### src/rtl/VX_gpu_pkg.sv
`default_nettype none
// ============================================================================
// Module   : VX_gpu_pkg
// Brief    : Commit payload type, buffer state encoding and thread popcount
//            shared by the commit and writeback path.
// Revision : 1.0
// ============================================================================
package VX_gpu_pkg;

    localparam int NUM_THREADS = 4;
    localparam int NW_WIDTH    = 2;
    localparam int NR_WIDTH    = 6;
    localparam int PC_WIDTH    = 32;
    localparam int DATA_WIDTH  = 32;
    localparam int TCNT_WIDTH  = $clog2(NUM_THREADS + 1);

    typedef struct packed {
        logic [NW_WIDTH-1:0]                    wid;
        logic [NUM_THREADS-1:0]                 tmask;
        logic [PC_WIDTH-1:0]                    pc;
        logic                                   wb;
        logic [NR_WIDTH-1:0]                    rd;
        logic [NUM_THREADS-1:0][DATA_WIDTH-1:0] data;
        logic                                   sop;
        logic                                   eop;
    } commit_data_t;

    typedef enum logic [1:0] {
        BUF_EMPTY = 2'd0,
        BUF_ONE   = 2'd1,
        BUF_FULL  = 2'd2
    } buf_state_e;

    function automatic logic [TCNT_WIDTH-1:0] popcount(input logic [NUM_THREADS-1:0] mask);
        logic [TCNT_WIDTH-1:0] cnt;
        cnt = '0;
        for (int i = 0; i < NUM_THREADS; i++) begin
            cnt = cnt + TCNT_WIDTH'(mask[i]);
        end
        return cnt;
    endfunction

endpackage
`default_nettype wire

### src/rtl/vx_commit_arb_if.sv
`default_nettype none
// ============================================================================
// Module   : vx_commit_arb_if
// Brief    : Per-slot commit bus: unit-side request streams, registered
//            winner stream and retirement counters.
// Revision : 1.0
// ============================================================================
interface vx_commit_arb_if
    import VX_gpu_pkg::*;
#(
    parameter int NUM_UNITS = 4
) ();

    localparam int UNIT_W = (NUM_UNITS > 1) ? $clog2(NUM_UNITS) : 1;

    logic [NUM_UNITS-1:0]               in_valid;
    commit_data_t [NUM_UNITS-1:0]       in_data;
    logic [NUM_UNITS-1:0]               in_ready;
    logic                               out_valid;
    commit_data_t                       out_data;
    logic [UNIT_W-1:0]                  out_unit;
    logic                               out_ready;
    logic [63:0]                        perf_instrs;
    logic [63:0]                        perf_threads;

    modport master (
        output in_valid, in_data, out_ready,
        input  in_ready, out_valid, out_data, out_unit, perf_instrs, perf_threads
    );

    modport slave (
        input  in_valid, in_data, out_ready,
        output in_ready, out_valid, out_data, out_unit, perf_instrs, perf_threads
    );

endinterface
`default_nettype wire

### src/rtl/vx_commit_elastic_buf.sv
`default_nettype none
// ============================================================================
// Module   : vx_commit_elastic_buf
// Brief    : Two-entry FIFO-ordered elastic buffer holding commit payloads
//            and the originating unit index.
// Revision : 1.0
// ============================================================================
module vx_commit_elastic_buf
    import VX_gpu_pkg::*;
#(
    parameter int UNIT_W = 2
) (
    input  wire logic               clk,
    input  wire logic               reset,
    input  wire logic               push_valid,
    input  wire commit_data_t       push_data,
    input  wire logic [UNIT_W-1:0]  push_unit,
    output logic                    push_ready,
    output logic                    pop_valid,
    output commit_data_t            pop_data,
    output logic [UNIT_W-1:0]       pop_unit,
    input  wire logic               pop_ready
);

    buf_state_e         state;
    buf_state_e         state_next;
    commit_data_t       mem_data [2];
    logic [UNIT_W-1:0]  mem_unit [2];
    logic               wr_ptr;
    logic               rd_ptr;
    logic               push;
    logic               pop;

    // Readiness depends only on occupancy, never on the downstream accept.
    always_comb begin
        push_ready = (state != BUF_FULL);
        pop_valid  = (state != BUF_EMPTY);
        push       = push_valid && push_ready;
        pop        = pop_valid && pop_ready;
        state_next = state;
        case (state)
            BUF_EMPTY: if (push) state_next = BUF_ONE;
            BUF_ONE: begin
                if (push && !pop)      state_next = BUF_FULL;
                else if (!push && pop) state_next = BUF_EMPTY;
            end
            BUF_FULL:  if (pop) state_next = BUF_ONE;
            default:   state_next = BUF_EMPTY;
        endcase
    end

    always_ff @(posedge clk) begin
        if (!reset) begin
            state  <= BUF_EMPTY;
            wr_ptr <= 1'b0;
            rd_ptr <= 1'b0;
            for (int i = 0; i < 2; i++) begin
                mem_data[i] <= '0;
                mem_unit[i] <= '0;
            end
        end else begin
            state <= state_next;
            if (push) begin
                mem_data[wr_ptr] <= push_data;
                mem_unit[wr_ptr] <= push_unit;
                wr_ptr           <= ~wr_ptr;
            end
            if (pop) begin
                rd_ptr <= ~rd_ptr;
            end
        end
    end

    assign pop_data = mem_data[rd_ptr];
    assign pop_unit = mem_unit[rd_ptr];

endmodule
`default_nettype wire

### src/rtl/vx_commit_arb.sv
`default_nettype none
// ============================================================================
// Module   : vx_commit_arb
// Brief    : Round-robin commit arbiter for one issue slot with a registered
//            two-entry output stage and retirement performance counters.
// Revision : 1.0
// ============================================================================
module vx_commit_arb
    import VX_gpu_pkg::*;
#(
    parameter int NUM_UNITS = 4
) (
    input  wire logic       clk,
    input  wire logic       reset,
    vx_commit_arb_if.slave  bus
);

    localparam int UNIT_W = (NUM_UNITS > 1) ? $clog2(NUM_UNITS) : 1;

    logic [UNIT_W-1:0]  rr_ptr;
    logic [UNIT_W-1:0]  winner;
    logic               any_valid;
    logic               buf_ready;
    logic               grant;
    logic               count_eop;
    logic [63:0]        instr_count;
    logic [63:0]        thread_count;

    // First valid unit scanning upward from rr_ptr, wrapping at NUM_UNITS.
    always_comb begin
        int idx;
        idx       = 0;
        winner    = rr_ptr;
        any_valid = 1'b0;
        for (int i = 0; i < NUM_UNITS; i++) begin
            idx = int'(rr_ptr) + i;
            if (idx >= NUM_UNITS) begin
                idx = idx - NUM_UNITS;
            end
            if (!any_valid && bus.in_valid[UNIT_W'(idx)]) begin
                any_valid = 1'b1;
                winner    = UNIT_W'(idx);
            end
        end
    end

    always_comb begin
        bus.in_ready = '0;
        if (reset && buf_ready && any_valid) begin
            bus.in_ready[winner] = 1'b1;
        end
    end

    assign grant = reset && buf_ready && any_valid;

    always_ff @(posedge clk) begin
        if (!reset) begin
            rr_ptr <= '0;
        end else if (grant) begin
            rr_ptr <= (winner == UNIT_W'(NUM_UNITS - 1)) ? '0 : winner + 1'b1;
        end
    end

    vx_commit_elastic_buf #(
        .UNIT_W (UNIT_W)
    ) u_buf (
        .clk        (clk),
        .reset      (reset),
        .push_valid (any_valid),
        .push_data  (bus.in_data[winner]),
        .push_unit  (winner),
        .push_ready (buf_ready),
        .pop_valid  (bus.out_valid),
        .pop_data   (bus.out_data),
        .pop_unit   (bus.out_unit),
        .pop_ready  (bus.out_ready)
    );

    // Only the last beat of an instruction retires it.
    assign count_eop = bus.out_valid && bus.out_ready && bus.out_data.eop;

    always_ff @(posedge clk) begin
        if (!reset) begin
            instr_count  <= '0;
            thread_count <= '0;
        end else begin
            instr_count  <= instr_count + 64'(count_eop);
            thread_count <= thread_count
                          + (count_eop ? 64'(popcount(bus.out_data.tmask)) : 64'd0);
        end
    end

    assign bus.perf_instrs  = instr_count;
    assign bus.perf_threads = thread_count;

endmodule
`default_nettype wire
### src/flat_wrapper.sv
// flat-port wrapper written by rule: the top's interface ports become plain ports
module vx_commit_arb_flat import VX_gpu_pkg::*;
#(
    parameter int NUM_UNITS = 4
)
  (clk, reset, bus_in_valid, bus_in_data, bus_out_ready, bus_in_ready, bus_out_valid, bus_out_data, bus_out_unit, bus_perf_instrs, bus_perf_threads);
  vx_commit_arb_if #(.NUM_UNITS(NUM_UNITS)) bus_i ();
  input  wire logic clk;
  input  wire logic reset;
  input wire logic [$bits(bus_i.in_valid)-1:0] bus_in_valid;
  input wire logic [$bits(bus_i.in_data)-1:0] bus_in_data;
  input wire logic [$bits(bus_i.out_ready)-1:0] bus_out_ready;
  output wire logic [$bits(bus_i.in_ready)-1:0] bus_in_ready;
  output wire logic [$bits(bus_i.out_valid)-1:0] bus_out_valid;
  output wire logic [$bits(bus_i.out_data)-1:0] bus_out_data;
  output wire logic [$bits(bus_i.out_unit)-1:0] bus_out_unit;
  output wire logic [$bits(bus_i.perf_instrs)-1:0] bus_perf_instrs;
  output wire logic [$bits(bus_i.perf_threads)-1:0] bus_perf_threads;
  assign bus_i.in_valid = bus_in_valid;
  assign bus_i.in_data = bus_in_data;
  assign bus_i.out_ready = bus_out_ready;
  assign bus_in_ready = bus_i.in_ready;
  assign bus_out_valid = bus_i.out_valid;
  assign bus_out_data = bus_i.out_data;
  assign bus_out_unit = bus_i.out_unit;
  assign bus_perf_instrs = bus_i.perf_instrs;
  assign bus_perf_threads = bus_i.perf_threads;
  vx_commit_arb #(.NUM_UNITS(NUM_UNITS)) u_core (.clk(clk), .reset(reset), .bus(bus_i));
endmodule
### config.mk
export PLATFORM = sky130hd
export DESIGN_NAME = vx_commit_arb_flat
export DESIGN_NICKNAME = d
export VERILOG_FILES = /design/src/rtl/VX_gpu_pkg.sv /design/src/rtl/vx_commit_arb_if.sv /design/src/rtl/vx_commit_elastic_buf.sv /design/src/rtl/vx_commit_arb.sv /design/src/flat_wrapper.sv
export SDC_FILE = /design/constraint.sdc
export NUM_CORES = 1
export LEC_CHECK = 0
export BUFFER_PORTS_ARGS = -buffer_cell sky130_fd_sc_hd__buf_2
export CAP_MARGIN = 20
export CELL_PAD_IN_SITES_DETAIL_PLACEMENT = 0
export CELL_PAD_IN_SITES_GLOBAL_PLACEMENT = 2
export CORE_AREA = 2 2 392 394
export CTS_CLUSTER_DIAMETER = 50
export DETAILED_ROUTE_END_ITERATION = 7
export DIE_AREA = 0 0 394 396
export PLACE_DENSITY = 0.52
export REMOVE_ABC_BUFFERS = 1
export SLEW_MARGIN = 25
export SYNTH_ARGS = -nofsm -noshare
export SYNTH_HDL_FRONTEND = slang
export SYNTH_SLANG_ARGS = --single-unit
### constraint.sdc
create_clock -name clk -period 16.58 [get_ports clk]
set_input_delay 3.316 -clock clk [delete_from_list [all_inputs] [get_ports clk]]
set_output_delay 3.316 -clock clk [all_outputs]
set_load 0.02 [all_outputs]
==> metrics.yaml <==
run_status:
  status: "finished, final reports clean"
critical_path:
  crit_path_start: "bus_in_valid[2]"
  arrival_ns: 5.13
  reg2reg_to: "u_core.bus.perf_threads[58]"
  reg2reg_depth: 14
  cp-start-kind: "primary input"
  cp_max_fo: 27
  worstSetupEndpointType: "output port"
  crit_type: "in -> out"
  ff2ff_setup_slack_ns: 11.52
  critPathRequiredTime_ns: 13.26
cts:
  cts_resized: 0
  cts_tree: "done"
  cts_made_buffers: 92
  h-tree-depth: 3
  root_buffer: "clkbuf_16"
  cts.path.max_buffers: 3
  path_clk_slew_ns: 0.05
  holdBufCountCts: 0
  insertion_delay_ns: 0.69
  cts_setup_buffers: 0
  numClockSinks: 489
global_routing:
  antenna_found_initial: 81
  grt_max_degree: 121
  overflow: 0
  grt_pass1_wl_um: 181000
  first_global_vias: 23000
  grtUsageTotal_pct: 16.1
floorplanning:
  num_rows: 143
  fp.dieH_um: 396
  chipWidth_um: 394
  ios: 1017
  start_util_pct: 16.7
  die_area_mm2: 0.156
  core-area_mm2: 0.152
sta:
  post-route-period-util_pct: 50.9
  hold_viol: 0
  fin_hold_ws_ns: 0.475
  fin_crit_ns: 8.44
  rsz0062_at_grt: "false"
  finalSetupViolCount: 0
  worst_slack_ns: 8.14
  max_slew.worst_pin.slew_ns: 1.10
  relSlewSlack_pct: 27.0
  skew_ns: 0.0272
  slew_violations: 0
  fmax_mhz: 118
finish:
  drive_gt1_share_pct: 43.7
  synthToLayoutAreaGrowth_pct: 41.7
  num-nets-final: 3851
yosys:
  synth_edf_count: 354
  synthTopCellsByArea: "edfxtp_1 42%, mux2i_1 14%, dfxtp_1 11%"
  async_flop_share_pct: 0
  yosysWarnings: 0
  synth_ff_type: "edfxtp_1"
  synth-seq-cells: 489
  synth_area_leader_cell: "edfxtp_1"
  synth.most_common_cell: "edfxtp_1"
  synth.top_cell.area_share_pct: 41.9
  synthCells: 2160
  synth-seq-area-share_pct: 52.6
  yosys-top-cells-count: "354 x edfxtp_1, 351 x mux2i_1, 350 x o22ai_1, 177 x mux2_2, 137 x clkbuf_1"
  yosysUniqueCellTypes: 51
  avgSynthCellArea_um2: 11.7
  syn_area_mm2: 0.0254
routing:
  first_iter_violations: 1236
  routed_wl_um: 131000
  dr.pass1.iters: 7
  ant_nets: 0
  wire_per_inst_um: 24.9
  vias: 22700
  drcViolationCount: 0
  viasPerCell: 4.31
flow_run:
  drv_cap: 0
power:
  ir_worst_vdd_mv: 0.0802
  p_per_area_mw_per_mm2: 148
  p_leak_uw: 0.0150
place:
  dp_hpwl_um: 99100
  io_buffers: 1016
  place_ws_ns: 8.11
  routabilityCongestion: 0.833
worst_hold_path:
  min_path_type: "reg -> reg"
  hp-start: "u_core.bus.perf_instrs[63]"
  min_path_cells: 2
  worstHoldEndpoint: "u_core.bus.perf_instrs[63]"
[how the worst max path moves through the flow]
stage                            endpoint  cells after the start
after CTS                 bus_in_ready[1]                      8
after detailed placement  bus_in_ready[1]                      8
after floorplan           bus_in_ready[0]                      6
final                     bus_in_ready[1]                      8
after global placement    bus_in_ready[1]                      8
after global routing      bus_in_ready[0]                      8
[cells by family (layout without fill, tap and decap cells)]
group | Yosys count | in the layout | synth area share [%]
XOR/XNOR | 75 | 75 | 2.59
AND/OR/NAND/NOR | 386 | 386 | 8.02
adder cells (fa/ha/maj) | 14 | 14 | 0.750
other | 0 | 17 | 0
flip-flops | 489 | 489 | 52.6
AO/OA/AOI/OAI | 464 | 464 | 11.3
multiplexers | 528 | 528 | 21.7
buffers and inverters | 204 | 1249 | 3.08
[critical path: stages]
cell and delay (ns):
buf_2 0.13, or3_1 0.34, o2111ai_1 0.17, nand2_4 0.41, inv_1 0.26, ha_1 0.17
and3_1 0.15, buf_2 0.17
[power by group]
part	internal (uW)	switching, uW
Combinational	592	1060
Sequential	1610	60.3
Clock	1290	693
[per-layer routing]
layer | global-route usage, % | wire (um) | up-vias
li1 | - | - | 10500
met1 | 18.8 | 51500 | 10900
met2 | 28.6 | 65800 | 968
met3 | 4.79 | 10200 | 249
met4 | 4.30 | 3090 | 54
met5 | 0 | 324 | -
[final cells by class]
cell class	instances	area, um2
clock inverter	62	826
tap	2030	2540
multi-input combinational	1467	11300
sequential	489	13300
inverter	31	118
clock buffer	107	2400
fill	16500	116000
antenna	17	42.5
timing repair buffer	1049	5360
[through the flow]
| stage | instances | TNS [ns] | instance area (um2) | power (uW) | util (%) |
|---|---|---|---|---|---|
| 2_1_floorplan | 1987 | -131.79 | 24700 | 3160 | - |
| 3_3_place_gp | 5066 | 0 | 32700 | 3380 | 21.6 |
| 3_5_place_dp | 5066 | 0 | 32700 | 3380 | 21.6 |
| 4_1_cts | 5235 | 0 | 35900 | 5400 | 23.7 |
| 5_1_grt | 5242 | 0 | 35900 | 5530 | 23.7 |
| 6_report | 5252 | 0 | 35900 | 5300 | 23.7 |
[cells in the final DEF (no fill, tap or decap), types with 4 or more instances in the layout]
cell type | Yosys | layout
or3_1 | 28 | 27
or2_2 | 5 | 4
edfxtp_1 | 354 | 354
o41ai_1 | 4 | 4
mux2i_1 | 351 | 351
and3_1 | 17 | 17
nand2_1 | 55 | 53
inv_6 | 0 | 7
nand2b_1 | 7 | 6
clkinv_1 | 0 | 8
o21ai_0 | 30 | 30
clkbuf_1 | 137 | 11
clkbuf_16 | 0 | 92
dfxtp_1 | 135 | 134
nor3_1 | 17 | 16
nor4_1 | 25 | 24
clkinv_2 | 0 | 21
ha_1 | 12 | 12
xor2_1 | 32 | 32
buf_2 | 6 | 1016
o22ai_1 | 350 | 350
or4_1 | 16 | 16
bufinv_16 | 0 | 16
nand4_1 | 44 | 44
clkbuf_8 | 0 | 4
a21oi_1 | 48 | 48
buf_4 | 0 | 30
mux2_2 | 177 | 177
diode_2 | 0 | 17
inv_1 | 31 | 30
nor2_1 | 94 | 94
clkinv_4 | 0 | 4
xnor2_1 | 43 | 43
and2_1 | 13 | 13
o31ai_1 | 15 | 14
nand3_1 | 46 | 46
[sequential cells by signal, summed over array words and instances, names as in the netlist, named ones only]
register	flops
u_core.u_buf.mem_data	350
u_core.bus.perf_instrs	64
u_core.bus.perf_threads	64
u_core.u_buf.mem_unit	4
u_core.rr_ptr	2
u_core.u_buf.state	2
u_core.u_buf.rd_ptr	1
u_core.u_buf.wr_ptr	1
(Power assumes the default switching activity.)
